===== config.mk =====
export PLATFORM = sky130hd
export DESIGN_NAME = f_axil_master
export DESIGN_NICKNAME = d
export VERILOG_FILES = /design/src/rtl/f_axil_master.sv
export SDC_FILE = /design/constraint.sdc
export NUM_CORES = 1
export LEC_CHECK = 0
export BUFFER_PORTS_ARGS = -buffer_cell sky130_fd_sc_hd__clkbuf_2
export CAP_MARGIN = 20
export CORE_MARGIN = 4
export CORE_UTILIZATION = 55
export DETAILED_ROUTE_END_ITERATION = 7
export PLACE_DENSITY_LB_ADDON = 0.1
export SLEW_MARGIN = 20
export SYNTH_ARGS = -nofsm -noshare
export SYNTH_HDL_FRONTEND = slang
export SYNTH_SLANG_ARGS = --single-unit

===== constraint.sdc =====
create_clock -name clk -period 6.2 [get_ports clk]
set_input_delay 1.24 -clock clk [delete_from_list [all_inputs] [get_ports clk]]
set_output_delay 1.24 -clock clk [all_outputs]
set_load 0.005 [all_outputs]

===== src/rtl/f_axil_master.sv =====
// Passive AXI4-lite master-port protocol monitor: outstanding counters plus sticky handshake-rule error flags.
// Define F_AXIL_MASTER_FORMAL_EN to also emit the rule set as assert/assume/cover properties.
module f_axil_master #(
  parameter int DATA_WIDTH   = 32,
  parameter int ADDR_WIDTH   = 32,
  parameter int STRB_WIDTH   = DATA_WIDTH / 8,
  parameter int OUTSTAND_MAX = 64
) (
  input  logic                            clk,
  input  logic                            rst,
  input  logic [ADDR_WIDTH-1:0]           m_axil_awaddr,
  input  logic [2:0]                      m_axil_awprot,
  input  logic                            m_axil_awvalid,
  input  logic                            m_axil_awready,
  input  logic [DATA_WIDTH-1:0]           m_axil_wdata,
  input  logic [STRB_WIDTH-1:0]           m_axil_wstrb,
  input  logic                            m_axil_wvalid,
  input  logic                            m_axil_wready,
  input  logic [1:0]                      m_axil_bresp,
  input  logic                            m_axil_bvalid,
  input  logic                            m_axil_bready,
  input  logic [ADDR_WIDTH-1:0]           m_axil_araddr,
  input  logic [2:0]                      m_axil_arprot,
  input  logic                            m_axil_arvalid,
  input  logic                            m_axil_arready,
  input  logic [DATA_WIDTH-1:0]           m_axil_rdata,
  input  logic [1:0]                      m_axil_rresp,
  input  logic                            m_axil_rvalid,
  input  logic                            m_axil_rready,
  output logic [$clog2(OUTSTAND_MAX)-1:0] f_axil_m_aw_outstanding,
  output logic [$clog2(OUTSTAND_MAX)-1:0] f_axil_m_w_outstanding,
  output logic [$clog2(OUTSTAND_MAX)-1:0] f_axil_m_ar_outstanding,
  output logic [7:0]                      f_axil_m_err,
  output logic                            f_axil_m_err_any
);

  localparam int CW = $clog2(OUTSTAND_MAX);
  localparam logic [CW-1:0] CNT_MAX = CW'(OUTSTAND_MAX - 1);

  logic awHs, wHs, arHs, bHs, rHs;
  logic chkEn;
  logic [7:0] viol;
  logic [CW-1:0] awCnt_q, awCnt_d, wCnt_q, wCnt_d, arCnt_q, arCnt_d;
  logic [7:0] err_q, err_d;
  logic errAny_q;
  logic pastValid_q, prevRst_q;

  logic [ADDR_WIDTH-1:0] prevAwAddr_q, prevArAddr_q;
  logic [2:0]            prevAwProt_q, prevArProt_q;
  logic [DATA_WIDTH-1:0] prevWData_q, prevRData_q;
  logic [STRB_WIDTH-1:0] prevWStrb_q;
  logic [1:0]            prevBResp_q, prevRResp_q;
  logic prevAwValid_q, prevAwReady_q, prevWValid_q, prevWReady_q, prevArValid_q, prevArReady_q;
  logic prevBValid_q, prevBReady_q, prevRValid_q, prevRReady_q;

  function automatic logic [CW-1:0] nextCount(input logic [CW-1:0] cur, input logic inc,
                                              input logic dec);
    logic [CW-1:0] n;
    n = cur;
    if (inc && !dec && cur != CNT_MAX) n = cur + 1'b1;
    else if (dec && !inc && cur != '0) n = cur - 1'b1;
    return n;
  endfunction

  always_comb begin
    awHs  = m_axil_awvalid & m_axil_awready & ~rst;
    wHs   = m_axil_wvalid  & m_axil_wready  & ~rst;
    arHs  = m_axil_arvalid & m_axil_arready & ~rst;
    bHs   = m_axil_bvalid  & m_axil_bready  & ~rst;
    rHs   = m_axil_rvalid  & m_axil_rready  & ~rst;
    chkEn = pastValid_q & ~prevRst_q & ~rst;

    awCnt_d = nextCount(awCnt_q, awHs, bHs);
    wCnt_d  = nextCount(wCnt_q, wHs, bHs);
    arCnt_d = nextCount(arCnt_q, arHs, rHs);

    // A stalled beat must stay valid with a frozen payload until accepted.
    viol    = '0;
    viol[0] = chkEn & prevAwValid_q & ~prevAwReady_q &
              (~m_axil_awvalid | (m_axil_awaddr != prevAwAddr_q) | (m_axil_awprot != prevAwProt_q));
    viol[1] = chkEn & prevWValid_q & ~prevWReady_q &
              (~m_axil_wvalid | (m_axil_wdata != prevWData_q) | (m_axil_wstrb != prevWStrb_q));
    viol[2] = chkEn & prevArValid_q & ~prevArReady_q &
              (~m_axil_arvalid | (m_axil_araddr != prevArAddr_q) | (m_axil_arprot != prevArProt_q));
    viol[3] = ~rst & prevRst_q & (m_axil_awvalid | m_axil_wvalid | m_axil_arvalid);
    viol[4] = chkEn & ((awCnt_q == CNT_MAX) | (wCnt_q == CNT_MAX) | (arCnt_q == CNT_MAX));
    viol[5] = chkEn & prevBValid_q & ~prevBReady_q &
              (~m_axil_bvalid | (m_axil_bresp != prevBResp_q));
    viol[6] = chkEn & prevRValid_q & ~prevRReady_q &
              (~m_axil_rvalid | (m_axil_rdata != prevRData_q) | (m_axil_rresp != prevRResp_q));
    viol[7] = chkEn & ((m_axil_bvalid & ((awCnt_q == '0) | (wCnt_q == '0))) |
                       (m_axil_rvalid & (arCnt_q == '0)));

    err_d = err_q | viol;
  end

  always_ff @(posedge clk) begin
    prevRst_q     <= rst;
    pastValid_q   <= ~rst;
    prevAwAddr_q  <= m_axil_awaddr;
    prevAwProt_q  <= m_axil_awprot;
    prevAwValid_q <= m_axil_awvalid;
    prevAwReady_q <= m_axil_awready;
    prevWData_q   <= m_axil_wdata;
    prevWStrb_q   <= m_axil_wstrb;
    prevWValid_q  <= m_axil_wvalid;
    prevWReady_q  <= m_axil_wready;
    prevBResp_q   <= m_axil_bresp;
    prevBValid_q  <= m_axil_bvalid;
    prevBReady_q  <= m_axil_bready;
    prevArAddr_q  <= m_axil_araddr;
    prevArProt_q  <= m_axil_arprot;
    prevArValid_q <= m_axil_arvalid;
    prevArReady_q <= m_axil_arready;
    prevRData_q   <= m_axil_rdata;
    prevRResp_q   <= m_axil_rresp;
    prevRValid_q  <= m_axil_rvalid;
    prevRReady_q  <= m_axil_rready;
    if (rst) begin
      awCnt_q  <= '0;
      wCnt_q   <= '0;
      arCnt_q  <= '0;
      err_q    <= '0;
      errAny_q <= 1'b0;
    end else begin
      awCnt_q  <= awCnt_d;
      wCnt_q   <= wCnt_d;
      arCnt_q  <= arCnt_d;
      err_q    <= err_d;
      errAny_q <= |err_d;
    end
  end

  assign f_axil_m_aw_outstanding = awCnt_q;
  assign f_axil_m_w_outstanding  = wCnt_q;
  assign f_axil_m_ar_outstanding = arCnt_q;
  assign f_axil_m_err            = err_q;
  assign f_axil_m_err_any        = errAny_q;

`ifdef F_AXIL_MASTER_FORMAL_EN
  // Master faults are proof obligations; slave faults constrain the environment.
  always @(posedge clk) begin
    if (!pastValid_q) asmInitReset: assume (rst);
    if (prevRst_q && !rst) asmNoRespAfterRst: assume (!m_axil_bvalid && !m_axil_rvalid);
    astAwStall:     assert (!viol[0]);
    astWStall:      assert (!viol[1]);
    astArStall:     assert (!viol[2]);
    astRstRecovery: assert (!viol[3]);
    astOverflow:    assert (!viol[4]);
    asmBStall:      assume (!viol[5]);
    asmRStall:      assume (!viol[6]);
    asmOrphanResp:  assume (!viol[7]);
    covAwHs:  cover (awHs);
    covWHs:   cover (wHs);
    covArHs:  cover (arHs);
    covBHs:   cover (bHs);
    covRHs:   cover (rHs);
    covAwCnt: cover (awCnt_q > '0);
    covWCnt:  cover (wCnt_q > '0);
    covArCnt: cover (arCnt_q > '0);
  end
`else
`endif

endmodule


* After elaboration in Yosys (flattened, before gate mapping)
Index checks and enable logic that the tools add are counted.
Cells by class: add/sub/neg operators 6, equal/unequal tests 15, mux-type cells 6, bitwise logic cells 61, reductions and logical operators 27
Operator list (count):
- 32-bit inequality test | 4
- 6-bit 2-to-1 mux | 6
- 1-bit AND | 33
- 6-bit by 1-bit adder with 6-bit output, second input constant | 3
- 6-bit == test, second input constant | 3
- 6-bit logical NOT | 3
- 6-bit inequality test, second input constant | 3
- 6-bit nonzero test | 3
- 6-bit by 1-bit subtractor with 6-bit output, second input constant | 3
- 1-bit bitwise OR | 15
- 1-bit logical AND | 12
- 1-bit inverter | 12
- 8-bit bitwise OR | 1
- 8-bit OR reduction | 1
- 3-bit inequality test | 2
- 2-bit nonzero test | 3
- 1-bit logical NOT | 5
- 2-bit inequality test | 2
- 4-bit inequality test | 1
Storage, ports and cells: flip-flop bits (word level) 181

* Depth between registers and ports, before layout
Gate-level depths: netlist of the first run.
word-level depth 8, gate-level depth with buffers 12, gate-level depth less buffers 12

* Least setup slack after synthesis of the first run
Ideal clock, no wire load.
kind input to register, start point input port m_axil_rready, end point register arCnt_q[5] (netlist: f_axil_m_ar_outstanding[5]), setup time 127 ps, arrival time 3223 ps, data required time 6073 ps, path slack 2850 ps, stages 11, cells stage by stage nand2_1 > nor4b_1 > inv_1 > ha_1 > a21o_1 > a21oi_1 > o21bai_1 > a21oi_1 > mux2i_1 > xor2_1 > nor2_1
On the way: longest elaborated chain between the ends 6, elaborated cells between the ends (all ways) 9, those cells by class mux (1); bitwise (2); reduce/logical (6)
RTL lines:
- start: declaration | line 29 | input logic m_axil_rready,
- 1-bit AND * (2 in a row) | line 70 | rHs = m_axil_rvalid & m_axil_rready & ~rst;
- 1-bit logical NOT | line 60 | if (inc && !dec && cur != CNT_MAX) n = cur + 1'b1;
- 1-bit logical AND (2 in a row) | line 60
- 6-bit 2-to-1 mux or 2-bit nonzero test (tied branches)
- end signal: assignment | line 128 | arCnt_q <= arCnt_d;
- end: declaration | line 43 | logic [CW-1:0] awCnt_q, awCnt_d, wCnt_q, wCnt_d, arCnt_q, arCnt_d;
Mark *: on every way between the ends. The rest lies on a longest branch, timed or not. A chain may end at the register's enable or synchronous reset.

* Final worst setup path of the first run
start point input port rst, end point register arCnt_q[5] (netlist: f_axil_m_ar_outstanding[5])
On the way: longest elaborated chain between the ends 6, elaborated cells between the ends (all ways) 11, those cells by class mux (1); bitwise (3); reduce/logical (7)
RTL lines:
- start: declaration | line 10 | input logic rst,
- 1-bit inverter | line 68, 70
- 1-bit AND, on equally long branches | line 70, 68
- 1-bit logical NOT, on equally long branches | line 60, 61
- 1-bit logical AND, on equally long branches (2 in a row) | line 60, 61
- 6-bit 2-to-1 mux or 2-bit nonzero test (tied branches)
Parallel ways exist; a longest one is shown, timed or not.

==> metrics.md, run 1 <==
| Metric | Value |
|---|---|
| Primary FF master, synth | dfxtp_1 |
| Number of synthesized register bits | 181 |
| Critical Path Fanout Max | 33 |
| DR vias/cell | 4.92 |
| Worst EP required | 6480 ps |
| Layout cells sized above 1 | 0.289 |
| Worst-Skew Late Latency | 430 ps |
| Fmax | 0.266 GHz |
| Chip Width | 114 um |
| Slowest stage delay, CP | 650 ps |
| First-pass GRT wire length | 20.6 mm |
| Final setup vio count | 0 |
| Fill cells | 828 |
| Slowest-stage cell, CP | nor4b_1 |
| Post-Synthesis Cells | 529 |
| Slew @ Worst Pin | 693 ps |
| RR Endpoint | f_axil_m_ar_outstanding[5] |
| Final core utilization | 0.715 |
| Layout net count | 894 |
| I/O pin cnt | 181 |
| Worst min-delay path class | flip-flop to flip-flop |
| Rows | 38 |
| Setup repair after global routing missed its margin | false |
| Initial Util | 0.568 |
| Syn_nets | 698 |
| Status | complete, no violations |
| Rel. slew slack | 0.538 |
| WHS Endpoint | f_axil_m_err[3] |
| Netlist cell types | 37 |
| Final Max Tran Viols | 0 |
| Detail Route Antenna Nets | 0 |
| Total GRT Usage | 0.202 |
| Skew final | 6.78 ps |
| Hold_buf cts | 0 |
| Mapped Area | 6240 um2 |
| CTS clk-pin slew, worst paths | 60 ps |
| CTS H-tree lvls | 4 |
| Worst r2r src | f_axil_m_ar_outstanding[0] |
| Min Tclk post-route | 3760 ps |
| Core area | 11000 um2 |
| VDD IR max | 0.248 mV |
| Post-synth EDFFs | 0 |
| 1st-pass router iterations | 4 |
| Max Cap Viol | 0 |
| Crit path cell chain | clkbuf_2, nor4b_1, inv_1, ha_1, a21o_1, a21oi_1, o21bai_1, a21oi_1, mux2i_1, xor2_1, nor2_1 |
| Vias | 4317 |
| Post-CTS Resized | 0 |
| CP Class | primary input to flip-flop |
| Hold_ws | 502 ps |
| Min-delay src | f_axil_m_err[3] |
| Hold Crit Depth | 2 |
| Async SR Flop Fraction | 0 |
| Max Root-Sink Buffers | 2 |
| Seq/Total Area, Yosys | 0.581 |
| CTS tree | yes |
| DP HPWL | 9.92 mm |
| Grt ovf | 0 |
| Worst EP arrival | 4040 ps |
| Setup TNS | 0 ps |
| Root Driver | clkbuf_16 |
| DR iter-0 viols | 204 |
| Ys Warns | 0 |
| CP Capture Type | flip-flop |
| Number of global-route vias before repair | 4484 |
| Area Growth Syn to Fin | 25.8% |
| Largest net degree at the start of global routing | 34 |
| PortBufs | 180 |
| Clock sink total | 181 |
| Critical Path Most Common Cell | a21oi_1 |
| DRC errors left | 0 |
| Mapped Avg Cell Area | 11.8 um2 |
| Antenna diodes | 0 |
| Crit share post-route | 0.607 |
| Leakage Power | 3.44 nW |
| Pwr/cell area | 326 nW/um2 |
| Worst setup SP type | primary input |
| Die ar. | 13100 um2 |
| Final Hold Viols | 0 |
| RePlAce Congestion | 0.868 |
| Drt total wl | 12.6 mm |
| CTS buffer count | 17 |
| Reg2reg path depth | 12 |
| Worst reg-to-reg setup slack | 3250 ps |
| Number of antenna violations at the first check in global routing | 0 |
| Drt wl/cell | 14.3 um |
| Die height | 114 um |
| Post-CTS Setup Repair Bufs | 0 |
placed cells by master (no fill, tap or decap), types with 2 or more instances in the layout:
cell / synthesis / routed
dfxtp_1: 181 / 181
clkbuf_2: 0 / 180
xnor2_1: 108 / 108
xor2_1: 49 / 49
nor2_1: 38 / 38
nand4_1: 28 / 28
clkbuf_16: 0 / 17
nor4_1: 16 / 16
a21oi_1: 15 / 15
ha_1: 12 / 12
nand2_1: 11 / 11
mux2i_1: 10 / 10
inv_1: 8 / 8
nand3_1: 7 / 7
clkbuf_1: 3 / 5
nor3_1: 4 / 4
clkinv_2: 0 / 4
and4_1: 3 / 3
a21o_1: 3 / 3
or4_1: 3 / 3
a31oi_1: 3 / 3
a41oi_1: 3 / 3
o21bai_1: 3 / 3
fa_1: 3 / 3
nor4b_1: 2 / 2
a211oi_1: 2 / 2
clkbuf_8: 0 / 2
cell usage after synthesis, types with 4 or more instances:
library cell / count / area, um2
a21oi_1: 15 / 75.1
dfxtp_1: 181 / 3620
ha_1: 12 / 150
inv_1: 8 / 30.0
mux2i_1: 10 / 100
nand2_1: 11 / 41.3
nand3_1: 7 / 35.0
nand4_1: 28 / 175
nor2_1: 38 / 143
nor3_1: 4 / 20.0
nor4_1: 16 / 100
xnor2_1: 108 / 946
xor2_1: 49 / 429
metrics by stage:
stage | instance area, um2 | worst slack [ps] | std cells | total power, W
6_report | 7850 | 2440 | 878 | 0.00256
3_3_place_gp | 7300 | 2170 | 846 | 0.00158
2_1_floorplan | 6240 | 2850 | 529 | 0.00147
5_1_grt | 7850 | 2200 | 878 | 0.00267
3_5_place_dp | 7300 | 2070 | 846 | 0.00159
4_1_cts | 7850 | 2480 | 878 | 0.00258
cell type report:
class,instances,area [um2],share of cell area
well taps,140,175,0.0223
clock buffers,24,472,0.0601
multi-input cells,336,2570,0.327
flip-flops and latches,181,3620,0.462
inverters,9,33.8,0.00430
clock inverters,8,75.1,0.00957
repair buffers,180,901,0.115
power breakdown:
group | switching (W) | internal [W]
logic | 0.000135 | 0.000158
clock network | 0.000419 | 0.000573
registers | 0.0000415 | 0.00123
total | 0.000595 | 0.00196
how the worst max path moves through the flow:
| stage | from | end | slack [ps] |
|---|---|---|---|
| 5_1_grt | rst | f_axil_m_ar_outstanding[5] | 2200 |
| 4_1_cts | rst | f_axil_m_ar_outstanding[5] | 2480 |
| 6_report | rst | f_axil_m_ar_outstanding[5] | 2440 |
| 3_5_place_dp | rst | f_axil_m_ar_outstanding[5] | 2070 |
| 2_1_floorplan | m_axil_rready | f_axil_m_ar_outstanding[5] | 2850 |
| 3_3_place_gp | rst | f_axil_m_ar_outstanding[5] | 2170 |
state kept, by name, summed over array words and instances, names as in the netlist, 2 cells and up:
signal	cells
f_axil_m_ar_outstanding	6
prevWData_q	32
f_axil_m_err	8
prevArAddr_q	32
f_axil_m_aw_outstanding	6
prevRData_q	32
prevRResp_q	2
f_axil_m_w_outstanding	6
prevArProt_q	3
prevWStrb_q	4
prevAwAddr_q	32
prevBResp_q	2
prevAwProt_q	3
cells by family after synthesis:
| group | after synthesis | synth area share |
|---|---|---|
| xor+xnor | 157 | 0.221 |
| compound gates | 33 | 0.0351 |
| simple gates | 121 | 0.106 |
| buf+inv | 12 | 0.00722 |
| mux | 10 | 0.0161 |
| flops | 181 | 0.581 |
| fa+ha+maj | 15 | 0.0337 |
critical path: cells and delay by family:
family                   cells  cell delay, ps
XOR/XNOR                     1             170
buffers and inverters        2             630
multiplexers                 1             250
adder cells (fa/ha/maj)      1             330
AO/OA/AOI/OAI                4             700
AND/OR/NAND/NOR              2             710
metal layers:
metal | vias up | global-route usage | part of all wire
met3 | 18 | 0.0872 | 0.081
met5 | - | 0 | 0
met2 | 142 | 0.327 | 0.48
met1 | 1962 | 0.245 | 0.43
met4 | 0 | 0.0602 | 0.013
li1 | 2195 | - | -
Power figures use the tool's default switching activity.
==> run 2, diff against run 1 <==
--- a/config.mk
+++ b/config.mk
@@ -5,10 +5,11 @@
 export SDC_FILE = /design/constraint.sdc
 export NUM_CORES = 1
 export LEC_CHECK = 0
+export ABC_AREA = 1
 export BUFFER_PORTS_ARGS = -buffer_cell sky130_fd_sc_hd__clkbuf_2
 export CAP_MARGIN = 20
 export CORE_MARGIN = 4
-export CORE_UTILIZATION = 55
+export CORE_UTILIZATION = 53
 export DETAILED_ROUTE_END_ITERATION = 7
 export PLACE_DENSITY_LB_ADDON = 0.1
 export SLEW_MARGIN = 20
==> constraint.sdc (replaced) <==
create_clock -name clk -period 3.8 [get_ports clk]
set_input_delay 0.76 -clock clk [delete_from_list [all_inputs] [get_ports clk]]
set_output_delay 0.76 -clock clk [all_outputs]
set_load 0.005 [all_outputs]
==> run 2 against run 1 <==
- clock skew is 3.8 ps higher
- sequential power rose by 64%
- clock-buffer cell count rose by 1
- combinational power grew 81%
- register-to-register slack got worse by 1800 ps
- largest cell class unchanged
- largest power group unchanged
- synthesized area rose by 16%
- total power up 71%
- cell count grew 55%
- via count grew 41%
- critical endpoint is now f_axil_m_aw_outstanding[5]
- flip-flop and latch count did not move
==> metrics.md, run 2 <==
| Metric | Value |
|---|---|
| Status | complete, no violations |
| DRC errors left | 0 (unchanged) |
| Setup TNS | 0 ps (unchanged) |
| Top-count cell post-synth | nand2_1 |
| Clock sink total | 181 (unchanged) |
| Worst EP required | 4110 ps (-2370 ps) |
| Root Driver | clkbuf_16 |
| CP Capture Type | flip-flop |
| Fmax | 0.358 GHz |
| Ys Warns | 0 (unchanged) |
| CTS H-tree lvls | 4 (unchanged) |
| Final Hold Viols | 0 (unchanged) |
| Antenna diodes | 0 (unchanged) |
| Post-synth EDFFs | 0 (unchanged) |
| Worst-Skew Late Latency | 420 ps (about the same) |
| Setup repair after global routing missed its margin | false |
| Slowest-stage cell, CP | ha_1 |
| CP Class | primary input to flip-flop |
| Pwr/cell area | 489 nW/um2 (+50%) |
| Slew @ Worst Pin | 343 ps (-351 ps) |
| Worst setup SP type | primary input |
| Largest net degree at the start of global routing | 23 (-32%) |
| Leakage Power | 4.91 nW (+43%) |
| Layout net count | 1339 (+50%) |
| Crit. Startpoint | rst |
| Yosys top cell area share | 0.501 (-0.0804) |
| Rel. slew slack | 0.771 (+0.233) |
| I/O pin cnt | 181 (unchanged) |
| First-pass GRT wire length | 25.5 mm (+24%) |
| Syn_nets | 1143 (+64%) |
| Final setup vio count | 0 (unchanged) |
| Primary FF master, synth | dfxtp_1 |
| Worst min-delay path class | primary input to flip-flop |
| Number of synthesized register bits | 181 (unchanged) |
| DR iter-0 viols | 277 (+36%) |
| Slowest stage delay, CP | 410 ps (-240 ps) |
| Hold_buf cts | 0 (unchanged) |
| Number of global-route vias before repair | 5666 (+26%) |
| Post-Synthesis Cells | 974 (+84%) |
| Max Cap Viol | 0 (unchanged) |
| Critical Path Fanout Max | 22 (-33%) |
| Drt wl/cell | 11.2 um (-22%) |
| Drt total wl | 15.2 mm (+21%) |
| Initial Util | 0.544 (-0.0235) |
| DP HPWL | 12.0 mm (+20%) |
| Seq/Total Area, Yosys | 0.501 (-0.0804) |
| RePlAce Congestion | 0.887 (+2.2%) |
| VDD IR max | 0.356 mV (+44%) |
| Rows | 42 (+11%) |
| Min-delay src | m_axil_rdata[14] |
| Core area | 13300 um2 (+21%) |
| Crit share post-route | 0.736 |
| Final instance area | 8940 um2 (+14%) |
| PortBufs | 180 (unchanged) |
| Post-synth top cells | nand2_1 (269), inv_1 (200), dfxtp_1 (181) |
| Die height | 125 um (+9.1%) |
| Area post-placement | 8340 um2 (+14%) |
| DR vias/cell | 4.48 (-8.9%) |
| Commonest non-fill, non-tap cells in the layout | nand2_1 (269), inv_1 (200), dfxtp_1 (181) |
| Detail Route Antenna Nets | 0 (unchanged) |
| Final Max Tran Viols | 0 (unchanged) |
| Worst EP arrival | 3110 ps (-930 ps) |
| Netlist cell types | 30 (-19%) |
| Worst r2r src | f_axil_m_ar_outstanding[0] |
| Area Growth Syn to Fin | 23.5% |
| Min Tclk post-route | 2800 ps |
| Total GRT Usage | 0.201 (-0.00128) |
| Skew final | 10.5 ps (+3.75 ps) |
| Crit path cell chain | clkbuf_2, inv_2, nand3_1, nor2_1, nand2_1, ha_1, nand3_1, and2_1, o21ai_0, a21oi_1, nand2b_1, a21oi_1, nor2_1 |
| CTS tree | yes |
| Largest cells by area after synthesis | dfxtp_1 (50%), nand2_1 (14%), inv_1 (10%), nor2_1 (5.3%), xnor2_1 (3.8%) |
| CTS buffer count | 17 (unchanged) |
| Max Root-Sink Buffers | 2 (unchanged) |
| Post-CTS Setup Repair Bufs | 0 (unchanged) |
| Async SR Flop Fraction | 0 (unchanged) |
| Number of antenna violations at the first check in global routing | 0 (unchanged) |
| Mapped Avg Cell Area | 7.43 um2 (-37%) |
| Mapped Area | 7240 um2 (+16%) |
| 1st-pass router iterations | 4 (unchanged) |
| Grt ovf | 0 (unchanged) |
| Layout cells sized above 1 | 0.187 (-0.102) |
| CTS clk-pin slew, worst paths | 60 ps (about the same) |
| Post-synth top area cell | dfxtp_1 |
| Die ar. | 15600 um2 (+19%) |
| Post-CTS Resized | 0 (unchanged) |
| Commonest non-fill, non-tap cell in the layout | nand2_1 |
| Chip Width | 125 um (+9.1%) |
| Vias | 6086 (+41%) |
[run 2: changes by cell type in the layout (fill, tap and decap cells not counted), moves of 10 or more]
| cell | previous run | this run |
|---|---|---|
| nand2_1 | 11 | 269 |
| inv_1 | 8 | 200 |
| xnor2_1 | 108 | 31 |
| nor2_1 | 38 | 103 |
| o21ai_0 | 1 | 41 |
| xor2_1 | 49 | 10 |
| nand3_1 | 7 | 35 |
| a21oi_1 | 15 | 32 |
| nor4_1 | 16 | 0 |
| nand4_1 | 28 | 16 |
| mux2i_1 | 10 | 0 |
[run 2: layer usage]
layer | global-route usage | wire length, um | share of wire | vias to the layer above
li1 | - | - | - | 3334
met1 | 0.251 | 6820 | 0.45 | 2599
met2 | 0.327 | 7110 | 0.47 | 134
met3 | 0.0626 | 1030 | 0.068 | 19
met4 | 0.0733 | 220 | 0.015 | 0
met5 | 0 | 0 | 0 | -
[run 2: kinds of logic (layout without fill, tap and decap cells)]
kind of cell | Yosys count | after routing | synth area share
adder cells (fa/ha/maj) | 15 | 15 | 0.0290
AO/OA/AOI/OAI | 87 | 87 | 0.0633
AND/OR/NAND/NOR | 445 | 445 | 0.250
XOR/XNOR | 41 | 41 | 0.0496
buffers and inverters | 205 | 414 | 0.107
flip-flops | 181 | 181 | 0.501
[run 2: cell type report]
type / instances / area, um2
clock buffer: 25 / 505
clock inverter: 7 / 93.8
fill: 1188 / 4360
inverter: 202 / 758
multi-input combinational: 588 / 2840
sequential: 181 / 3620
tap: 176 / 220
timing repair buffer: 180 / 901
[run 2: worst paths after layout]
path,to,slack [ps],cells after the start
worst max register to register,f_axil_m_ar_outstanding[5],1420,14
worst min register to register,f_axil_m_err[2],490,2
worst max-delay path,f_axil_m_aw_outstanding[5],1000,13
worst min-delay path,prevRData_q[14],450,1
[run 2: report_power, final]
part	leakage (nW)	switching (W)	internal (W)
registers	1.52	0.0000697	0.00201
clock network	0.289	0.000705	0.00106
logic	3.10	0.000285	0.000245
[run 2: per-stage QoR]
step	std cells	setup WS [ps]	power [W]	hold slack [ps]	util
final	1359	1000	0.00437	455	0.672
after detailed placement	1327	578	0.00265	479	0.627
after floorplan	974	1370	0.00244	458	-
after global routing	1359	792	0.00460	431	0.672
after global placement	1327	673	0.00264	464	0.627
after CTS	1359	1010	0.00442	436	0.672
[run 2: worst max-delay path: cells and delay by family]
kind,cells,cell delay [ps]
simple gates,7,980
buf+inv,2,570
fa+ha+maj,1,410
compound gates,3,380
==> run 3, diff against run 2 <==
==> constraint.sdc (replaced) <==
create_clock -name clk -period 2.9 [get_ports clk]
set_input_delay 0.58 -clock clk [delete_from_list [all_inputs] [get_ports clk]]
set_output_delay 0.58 -clock clk [all_outputs]
set_load 0.005 [all_outputs]
==> run 3 against run 2 <==
- via count grew 0.67%
- largest cell class unchanged
- non-clock buffer count grew 4
- setup slack got worse by 570 ps
- register-to-register slack got worse by 990 ps
==> metrics.md, run 3 (synthesis results as in run 2) <==
| Metric | Value |
|---|---|
| Status | complete, no violations |
| Total GRT Usage | 0.203 (+0.00190) |
| Layout net count | 1343 (+0.30%) |
| Leakage Power | 4.94 nW (+0.72%) |
| Area Growth Syn to Fin | 24.4% |
| Drt total wl | 15.5 mm (+2.1%) |
| Area post-placement | 8370 um2 (+0.36%) |
| Hold_ws | 263 ps (-192 ps) |
| Rel. slew slack | 0.810 (+0.0391) |
| CP Capture Type | flip-flop |
| DRC errors left | 0 (unchanged) |
| Post-CTS Resized | 0 (unchanged) |
| Worst EP required | 3270 ps (-840 ps) |
| Max Cap Viol | 0 (unchanged) |
| Rows | 42 (unchanged) |
| Grt ovf | 0 (unchanged) |
| Pwr/cell area | 653 nW/um2 (+33%) |
| DR vias/cell | 4.50 (+0.53%) |
| Fmax | 0.405 GHz |
| Total chip power | 0.00588 W (+34%) |
| Worst min-delay path class | primary input to flip-flop |
| 1st-pass router iterations | 5 (+1) |
| Post-CTS Setup Repair Bufs | 0 (unchanged) |
| Drt wl/cell | 11.4 um (+1.9%) |
| Final instance area | 9000 um2 (+0.69%) |
| Skew final | 6.52 ps (-4.01 ps) |
| Worst EP arrival | 2840 ps (-270 ps) |
| Slowest-stage cell, CP | dfxtp_1 |
| Largest net degree at the start of global routing | 17 (-26%) |
| PortBufs | 180 (unchanged) |
| Min Tclk post-route | 2470 ps |
| Critical Path Fanout Max | 7 (-68%) |
| Number of global-route vias before repair | 5793 (+2.2%) |
| Core area | 13300 um2 (unchanged) |
| Antenna diodes | 0 (unchanged) |
| Commonest non-fill, non-tap cell in the layout | nand2_1 |
| Commonest non-fill, non-tap cells in the layout | nand2_1 (269), inv_1 (200), dfxtp_1 (181) |
| First-pass GRT wire length | 25.8 mm (+1.1%) |
| I/O pin cnt | 181 (unchanged) |
| CTS buffer count | 17 (unchanged) |
| Die height | 125 um (unchanged) |
| CTS clk-pin slew, worst paths | 60 ps (about the same) |
| Slew @ Worst Pin | 284 ps (-58.5 ps) |
| Final Hold Viols | 0 (unchanged) |
| Crit path cell chain | inv_1, nor3_1, nand3_1, nand3_2, ha_1, a21oi_1, nand2_1, nand2_1, nand2_1, a21oi_1, a21oi_2, o21ai_2, o21ai_1, a21oi_1 |
| Chip Width | 125 um (unchanged) |
| Initial Util | 0.544 (unchanged) |
| Root Driver | clkbuf_16 |
| CTS tree | yes |
| Worst setup SP type | flip-flop |
| Clock sink total | 181 (unchanged) |
| VDD IR max | 0.464 mV (+30%) |
| Worst-Skew Late Latency | 430 ps (about the same) |
| Final Max Tran Viols | 0 (unchanged) |
| Die ar. | 15600 um2 (unchanged) |
| CTS H-tree lvls | 4 (unchanged) |
| Detail Route Antenna Nets | 0 (unchanged) |
| Setup repair after global routing missed its margin | false |
| Setup TNS | 0 ps (unchanged) |
| CP Class | flip-flop to flip-flop |
| Number of antenna violations at the first check in global routing | 0 (unchanged) |
| DP HPWL | 12.0 mm (+0.53%) |
| Vias | 6127 (+0.67%) |
| Slowest stage delay, CP | 430 ps (+20 ps) |
| Layout cells sized above 1 | 0.191 (+0.00390) |
| Hold_buf cts | 0 (unchanged) |
| Crit share post-route | 0.852 |
| RePlAce Congestion | 0.886 (about the same) |
| DR iter-0 viols | 277 (unchanged) |
| Final setup vio count | 0 (unchanged) |
| Max Root-Sink Buffers | 2 (unchanged) |
==> run 3: worst max-delay path, delay by kind of cell (launching register included) <==
family	cells	cell delay (ps)
compound gates	6	780
fa+ha+maj	1	310
buf+inv	1	80
flops	1	430
simple gates	6	790
==> run 3: worst paths after layout <==
kind                               from                         end  slack, ps  cells past startpoint
min reg2reg             f_axil_m_err[7]             f_axil_m_err[7]        480                      2
max reg2reg  f_axil_m_ar_outstanding[0]  f_axil_m_ar_outstanding[5]        430                     14
min                      m_axil_arready               prevArReady_q        260                      1
max          f_axil_m_ar_outstanding[0]  f_axil_m_ar_outstanding[5]        430                     14
==> run 3: power by group <==
group / internal (W) / switching (W) / leakage, nW / total [W]
Combinational: 0.000325 / 0.000381 / 3.12 / 0.000706
Sequential: 0.00264 / 0.0000897 / 1.52 / 0.00273
Clock: 0.00152 / 0.000925 / 0.307 / 0.00244
Total: 0.00448 / 0.00140 / 4.94 / 0.00588
==> run 3: layout make-up <==
class | count | area [um2]
Fill cell | 1191 | 4300
Sequential cell | 181 | 3620
Multi-Input combinational cell | 588 | 2840
Timing Repair Buffer | 184 | 931
Inverter | 202 | 758
Clock buffer | 21 | 480
Tap cell | 176 | 220
Clock inverter | 9 | 150
==> run 3: layer usage <==
layer,GRT usage,part of all wire,up-vias,wire length (um)
li1,-,-,3342,-
met1,0.244,0.44,2617,6770
met2,0.336,0.47,148,7340
met3,0.0742,0.072,20,1110
met4,0.0676,0.017,0,263
met5,0,0,-,0
==> run 3: stage by stage <==
stage / setup WS, ps / util / instances
final: 428 / 0.677 / 1361
after global routing: 197 / 0.677 / 1361
after CTS: 441 / 0.677 / 1361
after floorplan: 649 / - / 974
after detailed placement: 333 / 0.629 / 1331
after global placement: 386 / 0.629 / 1331
